### src/rtl/control_sequencer.sv
// rtl/control_sequencer.sv - hardwired T0-T5 fetch/execute control unit for the mini-CPU datapath
module control_sequencer #(
  parameter int MAX_WAIT = 15
) (
  input  logic        clock,
  input  logic        clear,
  input  logic        start,
  input  logic        stop,
  input  logic [31:0] ir,
  input  logic        mem_ready,
  output logic        PCout,
  output logic        Zlowout,
  output logic        MDRout,
  output logic        MARin,
  output logic        Zin,
  output logic        PCin,
  output logic        MDRin,
  output logic        IRin,
  output logic        Yin,
  output logic        IncPC,
  output logic        Read,
  output logic        Gra,
  output logic        Grb,
  output logic        Grc,
  output logic        Rin,
  output logic        Rout,
  output logic [3:0]  alu_op,
  output logic        run,
  output logic        instr_done,
  output logic        fault
);

  typedef enum logic [2:0] {
    S_IDLE, S_T0, S_T1, S_T2, S_T3, S_T4, S_T5, S_HALT
  } state_t;

  localparam logic [4:0] OP_ADD  = 5'b00011;
  localparam logic [4:0] OP_SUB  = 5'b00100;
  localparam logic [4:0] OP_AND  = 5'b00101;
  localparam logic [4:0] OP_OR   = 5'b00110;
  localparam logic [4:0] OP_HALT = 5'b11011;
  localparam logic [7:0] WAIT_LAST = 8'(MAX_WAIT - 1);

  state_t     state_q, state_d;
  logic [7:0] wait_cnt_q, wait_cnt_d;
  logic       stop_pending_q, stop_pending_d;
  logic       fault_q, fault_d;

  logic [4:0] opcode;
  logic       is_alu;
  logic       stop_now;
  logic       ir_unused;

  assign opcode   = ir[31:27];
  assign is_alu   = (opcode == OP_ADD) || (opcode == OP_SUB) ||
                    (opcode == OP_AND) || (opcode == OP_OR);
  assign stop_now = stop_pending_q | stop;
  // Register fields are decoded by the datapath's select/encode logic.
  assign ir_unused = ^ir[26:0];

  always_ff @(posedge clock or posedge clear) begin
    if (clear) begin
      state_q        <= S_IDLE;
      wait_cnt_q     <= 8'd0;
      stop_pending_q <= 1'b0;
      fault_q        <= 1'b0;
    end else begin
      state_q        <= state_d;
      wait_cnt_q     <= wait_cnt_d;
      stop_pending_q <= stop_pending_d;
      fault_q        <= fault_d;
    end
  end

  always_comb begin
    state_d    = state_q;
    wait_cnt_d = wait_cnt_q;
    fault_d    = fault_q;
    PCout      = 1'b0;
    Zlowout    = 1'b0;
    MDRout     = 1'b0;
    MARin      = 1'b0;
    Zin        = 1'b0;
    PCin       = 1'b0;
    MDRin      = 1'b0;
    IRin       = 1'b0;
    Yin        = 1'b0;
    IncPC      = 1'b0;
    Read       = 1'b0;
    Gra        = 1'b0;
    Grb        = 1'b0;
    Grc        = 1'b0;
    Rin        = 1'b0;
    Rout       = 1'b0;
    alu_op     = 4'b0000;
    run        = 1'b0;
    instr_done = 1'b0;

    case (state_q)
      S_IDLE: if (start) state_d = S_T0;
      S_T0: begin
        PCout      = 1'b1;
        MARin      = 1'b1;
        IncPC      = 1'b1;
        Zin        = 1'b1;
        run        = 1'b1;
        wait_cnt_d = 8'd0;
        state_d    = S_T1;
      end
      S_T1: begin
        Zlowout = 1'b1;
        PCin    = 1'b1;
        Read    = 1'b1;
        MDRin   = 1'b1;
        run     = 1'b1;
        // Data arriving on the last allowed wait cycle still wins over the timeout.
        if (mem_ready) begin
          state_d = S_T2;
        end else if (wait_cnt_q == WAIT_LAST) begin
          state_d = S_HALT;
          fault_d = 1'b1;
        end else begin
          wait_cnt_d = wait_cnt_q + 8'd1;
        end
      end
      S_T2: begin
        MDRout  = 1'b1;
        IRin    = 1'b1;
        run     = 1'b1;
        state_d = S_T3;
      end
      S_T3: begin
        Grb  = 1'b1;
        Rout = 1'b1;
        Yin  = 1'b1;
        run  = 1'b1;
        if (opcode == OP_HALT)  state_d = S_HALT;
        else if (is_alu)        state_d = S_T4;
        else if (stop_now)      state_d = S_IDLE;
        else                    state_d = S_T0;
      end
      S_T4: begin
        Grc  = 1'b1;
        Rout = 1'b1;
        Zin  = 1'b1;
        run  = 1'b1;
        case (opcode)
          OP_ADD:  alu_op = 4'b0001;
          OP_SUB:  alu_op = 4'b0010;
          OP_AND:  alu_op = 4'b0011;
          OP_OR:   alu_op = 4'b0100;
          default: alu_op = 4'b0000;
        endcase
        state_d = S_T5;
      end
      S_T5: begin
        Zlowout    = 1'b1;
        Gra        = 1'b1;
        Rin        = 1'b1;
        run        = 1'b1;
        instr_done = 1'b1;
        state_d    = stop_now ? S_IDLE : S_T0;
      end
      S_HALT: state_d = S_HALT;
      default: state_d = S_IDLE;
    endcase

    stop_pending_d = (state_d == S_IDLE) ? 1'b0 : stop_now;
  end

  assign fault = fault_q;

endmodule

### config.mk
export PLATFORM = sky130hd
export DESIGN_NAME = control_sequencer
export DESIGN_NICKNAME = d
export VERILOG_FILES = /design/src/rtl/control_sequencer.sv
export SDC_FILE = /design/constraint.sdc
export NUM_CORES = 1
export LEC_CHECK = 0
export ABC_AREA = 1
export CAP_MARGIN = 20
export CORE_MARGIN = 2
export CORE_UTILIZATION = 38
export DETAILED_ROUTE_END_ITERATION = 10
export PLACE_DENSITY = 0.84
export SETUP_SLACK_MARGIN = 0.1
export SLEW_MARGIN = 20
export SYNTH_ARGS = -nofsm -noshare
export SYNTH_HDL_FRONTEND = slang
export SYNTH_SLANG_ARGS = --single-unit
### constraint.sdc
create_clock -name clock -period 1.7 [get_ports clock]
set_input_delay 0.34 -clock clock [delete_from_list [all_inputs] [get_ports clock]]
set_output_delay 0.34 -clock clock [all_outputs]
set_load 0.005 [all_outputs]
### After elaboration in Yosys (flattened, before gate mapping)

Index checks and enable logic that the tools add are counted.

| storage, ports and cells | value |
|---|---|
| flip-flop bits (word level) | 13 |
| input bits | 37 |

| cells by class | value |
|---|---|
| add/subtract/negate cells | 1 |
| equal/unequal tests | 15 |
| multiplexer cells | 23 |
| bitwise gates (word level) | 2 |
| reductions and logical operators | 12 |

Operators by type and width:

| kind | count |
|---|---|
| 3-bit case mux with 8 select lines | 1 |
| 3-bit 2-to-1 mux | 6 |
| 8-bit 2-to-1 mux | 2 |
| 8-bit case mux with 2 select lines | 1 |
| 5-bit by 3-bit equality test with 1-bit output (second input constant) | 3 |
| 3-bit equality test (second input constant) | 4 |
| 1-bit 2-to-1 mux | 12 |
| 3-bit case mux with 4 select lines | 1 |
| 8-bit by 1-bit adder with 8-bit output (second input constant) | 1 |
| 8-bit by 4-bit equality test with 1-bit output (second input constant) | 1 |
| 3-bit by 2-bit equality test with 1-bit output (second input constant) | 2 |
| 3-bit zero test | 2 |
| 3-bit AND reduction | 2 |
| 2-bit OR reduction | 3 |
| 6-bit OR reduction | 1 |
| 5-bit by 2-bit equality test with 1-bit output (second input constant) | 1 |
| 5-bit equality test (second input constant) | 1 |
| 2-bit inequality test (second input constant) | 2 |
| 3-bit by 1-bit equality test with 1-bit output (second input constant) | 1 |
| 1-bit logical OR | 3 |
| 2-bit nonzero test | 1 |
| 1-bit NOT | 1 |
| 1-bit OR | 1 |

### Logic depth before layout (Yosys ltp)

| depth | value |
|---|---|
| depth after elaboration | 9 |
| mapped depth | 10 |
| gate-level depth less buffers | 10 |

### Worst setup path after synthesis

No wires, ideal clock.

| timing | value |
|---|---|
| path kind | register to output |
| start point | register state_q[1] |
| end point | output port Rin |
| data arrival time | 1.035 ns |
| setup slack | 0.325 ns |
| stages on the path, launching flop included | 4 |
| buffers on the path | 1 |
| path through | dfrtp_1 inv_1 nor3_1 buf_4 |

| on the way | value |
|---|---|
| cells in the longest elaborated chain, start to end | 2 |

RTL lines:

| what | line | source |
|---|---|---|
| from (decl) | 44 | `state_t state_q, state_d;` |
| from (signal assigned) | 68 | `state_q <= state_d;` |
| 3-bit equality test | n/a |  |
| 1-bit 2-to-1 mux | n/a |  |
| to (decl) | 25 | `output logic Rin,` |

Every way passes these cells.

### Final worst setup path

| timing | value |
|---|---|
| start point | register state_q[1] |
| end point | output port alu_op[1] |

| on the way | value |
|---|---|
| cells in the longest elaborated chain, start to end | 2 |

RTL lines:

| what | line | source |
|---|---|---|
| 3-bit equality test | 99 | `case (state_q)` |
| 3-bit 2-to-1 mux | 99 |  |
| to (decl) | 27 | `output logic [3:0] alu_op,` |

Every way passes these cells.

==> results.toml <==
[synth]
syn_nets = 195
synth-seq-cells = 13
synth_area_sq_um = 1050
synth_cells = 156
yosysWarnings = 0
syn_avg_cell_area_sq_um = 6.73
synth.distinct_cells = 27
ys_seq_area_frac = 0.310

[sta]
finalHoldViolations = 0
final_max_slew_viol_count = 0
finalCriticalPeriod_ns = 1.72
setup_viol = 4
slew_headroom = 0.665
period_share = 1.01
worstMarginPinSlew_ns = 0.501
max_freq_mhz = 582
rsz0062_at_grt = "true"
setup_ws_ns = -0.0170
final.setup.tns_ns = -0.0450
finClkSkew_ns = 0.0101

[pwr]
seqPwrFrac = 0.160
p_int_uw = 1550
pwr-share-comb = 0.775
clockPowerShare = 0.065
switching_share = 0.457
leakagePower_uw = 0.00100
ir_drop_mv = 0.927
p_per_area_nw_per_um2 = 1560
switchingPower_uw = 1310

[placed_design]
placed_area_sq_um = 1450
port_buffers = 31
place_ws_ns = -0.338
hpwl_mm = 1.78
dp_cells = 225
gp_congestion = 0.861

[detailed_routing]
dr_total_vias = 1187
wl_per_cell_microns = 12.8
drc_errors = 0
drt_wl_total_mm = 3.28
drt-initial-drc-count = 40
drtPass1Iterations = 4
postRouteAntennaNets = 0
vias_per_cell = 4.65

[critical_path]
path_cells = "inv_2 -> nand2_4 -> buf_6 -> nor2_4 -> inv_2 -> nor3_2 -> buf_2"
critPathKind = "reg -> out"
crit_path_end_kind = "output pin"
crit_required_ns = 1.36
cp-startpoint = "state_q[1]$_DFF_PP0_"
critPathSlowestCell = "dfrtp_1"
cp_slowest_stage_delay_ns = 0.45
r2r_slack_ns = 0.01
rr_worst_depth = 11
critPathCapture = "alu_op[1]"
worstReg2RegEnd = "wait_cnt_q[6]$_DFFE_PP0P_"
worst-path-max-fanout = 3
r2r-start = "state_q[1]$_DFF_PP0_"
crit_arrival_ns = 1.38
critPathLaunchType = "flop"
worst_path_most_repeated_cell = "inv_2"

[clock_tree]
cts.clk_slew.worst_paths_ns = 0.08
cts.sinks = 13
clockBufferDepth = 2
clk_latency_ns = 0.27
numCtsBuffers = 3
root_buffer = "clkbuf_4"
cts_tree = "yes"
postCtsHoldBufs = 0
htreeDepth = 1

[global_routing]
grt_use_met2 = 0.347
grt_usage = 0.203
antenna_found_initial = 0
grt-ovfl-total = 0
met1_usage = 0.257
grt_pass1_vias = 1214
grt_max_degree = 14
grt_pass1_wl_mm = 5.18
top_usage_layer = "met2"
met3_usage = 0.0253

[layout]
fin_cells = 255
num_antenna_cells = 0
nFillCells = 210
post-route-cell-area_sq_um = 1830
layout_common_cells = "30 x nand2_1, 28 x buf_4, 19 x nor2_1, 19 x buf_6, 18 x inv_1"
syn_to_final_growth_pct = 74.6
drive_above_1_share = 0.500
fin_nets = 264
final_util = 0.682
layout_commonest_cell = "nand2_1"

[floorplanning]
die_w_microns = 56.6
num_io_pins = 60
rows = 19
die_y_microns = 56.6
die_area_sq_um = 3200
start_util = 0.391
coreArea_sq_um = 2690

[run]
maxCapViolCount = 0

[status]
status = "finished with violations"
violations = "negative setup slack"

[hold_path]
hold_path_class = "in -> async"
[layer usage]
layer  vias to the layer above  share of wire
met5                         -              0
met4                         0          0.022
met2                        36           0.49
li1                        602              -
met3                         6          0.045
met1                       543           0.44
[layout make-up]
type                       instances  area [sq um]  area share
clock buffer                       4          26.3      0.0143
inverter                          26           123      0.0669
multi-input combinational        107           714       0.390
sequential                        13           327       0.178
tap                               31          38.8      0.0212
timing repair buffer              74           604       0.330
[cells in the mapped netlist]
cell type	count	area, sq um
a21o_1	1	7.51
a21oi_1	4	20.0
buf_2	1	5.00
buf_4	9	67.6
clkinv_4	1	8.76
conb_1	1	3.75
dfrtp_1	13	325
ha_1	2	25.0
inv_1	23	86.3
inv_2	1	3.75
inv_4	1	6.26
nand2_1	40	150
nand2_4	2	22.5
nand3_1	5	25.0
nand3_2	1	10.0
nand4_1	1	6.26
nor2_1	24	90.1
nor2_2	1	6.26
nor2_8	1	20.0
nor3_1	8	40.0
o21ai_0	2	10.0
o21ai_1	4	20.0
o21ai_2	1	8.76
o21ai_4	1	16.3
or2_2	2	12.5
xnor2_1	1	8.76
xor2_1	5	43.8
[registers in the layout (all words and copies together) (netlist names)]
signal and cells:
fault 1, state_q 3, stop_pending_q 1, wait_cnt_q 8
[timing repair]
action | in CTS | in global routing
pin swaps | 10 | 18
buffers inserted | 21 | 9
endpoints found under the setup margin | 21 | 30
resized for setup | 115 | 44
[worst min path at each step]
stage                                     end
floorplan                   fault$_DFFE_PP0P_
global placement            fault$_DFFE_PP0P_
detailed placement          fault$_DFFE_PP0P_
CTS                 wait_cnt_q[1]$_DFFE_PP0P_
global route        wait_cnt_q[3]$_DFFE_PP0P_
finish              wait_cnt_q[1]$_DFFE_PP0P_
[cells by family (layout without fill, tap and decap cells)]
group	count (synthesis)	in the layout	synth area share
AND/OR/NAND/NOR	85	85	0.365
buffers and inverters	36	104	0.169
AO/OA/AOI/OAI	13	13	0.0787
flip-flops	13	13	0.310
XOR/XNOR	6	6	0.0501
adder cells (fa/ha/maj)	2	2	0.0238
other	1	1	0.00357
[critical path, delay by kind of cell, from the launching register on]
family / cells / cell delay [ns]
buffers and inverters: 4 / 0.41
DFF: 1 / 0.45
and+or+nand+nor: 3 / 0.25
[per-stage QoR]
| stage | hold slack (ns) | power (uW) |
|---|---|---|
| 6_report | 0.389 | 2860 |
| 5_1_grt | 0.438 | 3070 |
| 4_1_cts | 0.397 | 2410 |
| 3_5_place_dp | 0.452 | 1830 |
| 3_3_place_gp | 0.459 | 1810 |
| 2_1_floorplan | 0.217 | 1210 |
[power groups by stage]
stage          registers, uW  clock network [uW]  logic, uW
6_report                 457                 185       2220
5_1_grt                  469                 217       2380
4_1_cts                  440                 193       1780
3_5_place_dp             443                   0       1390
3_3_place_gp             439                   0       1370
2_1_floorplan            431                   0        782
Power figures use the tool's default switching activity.
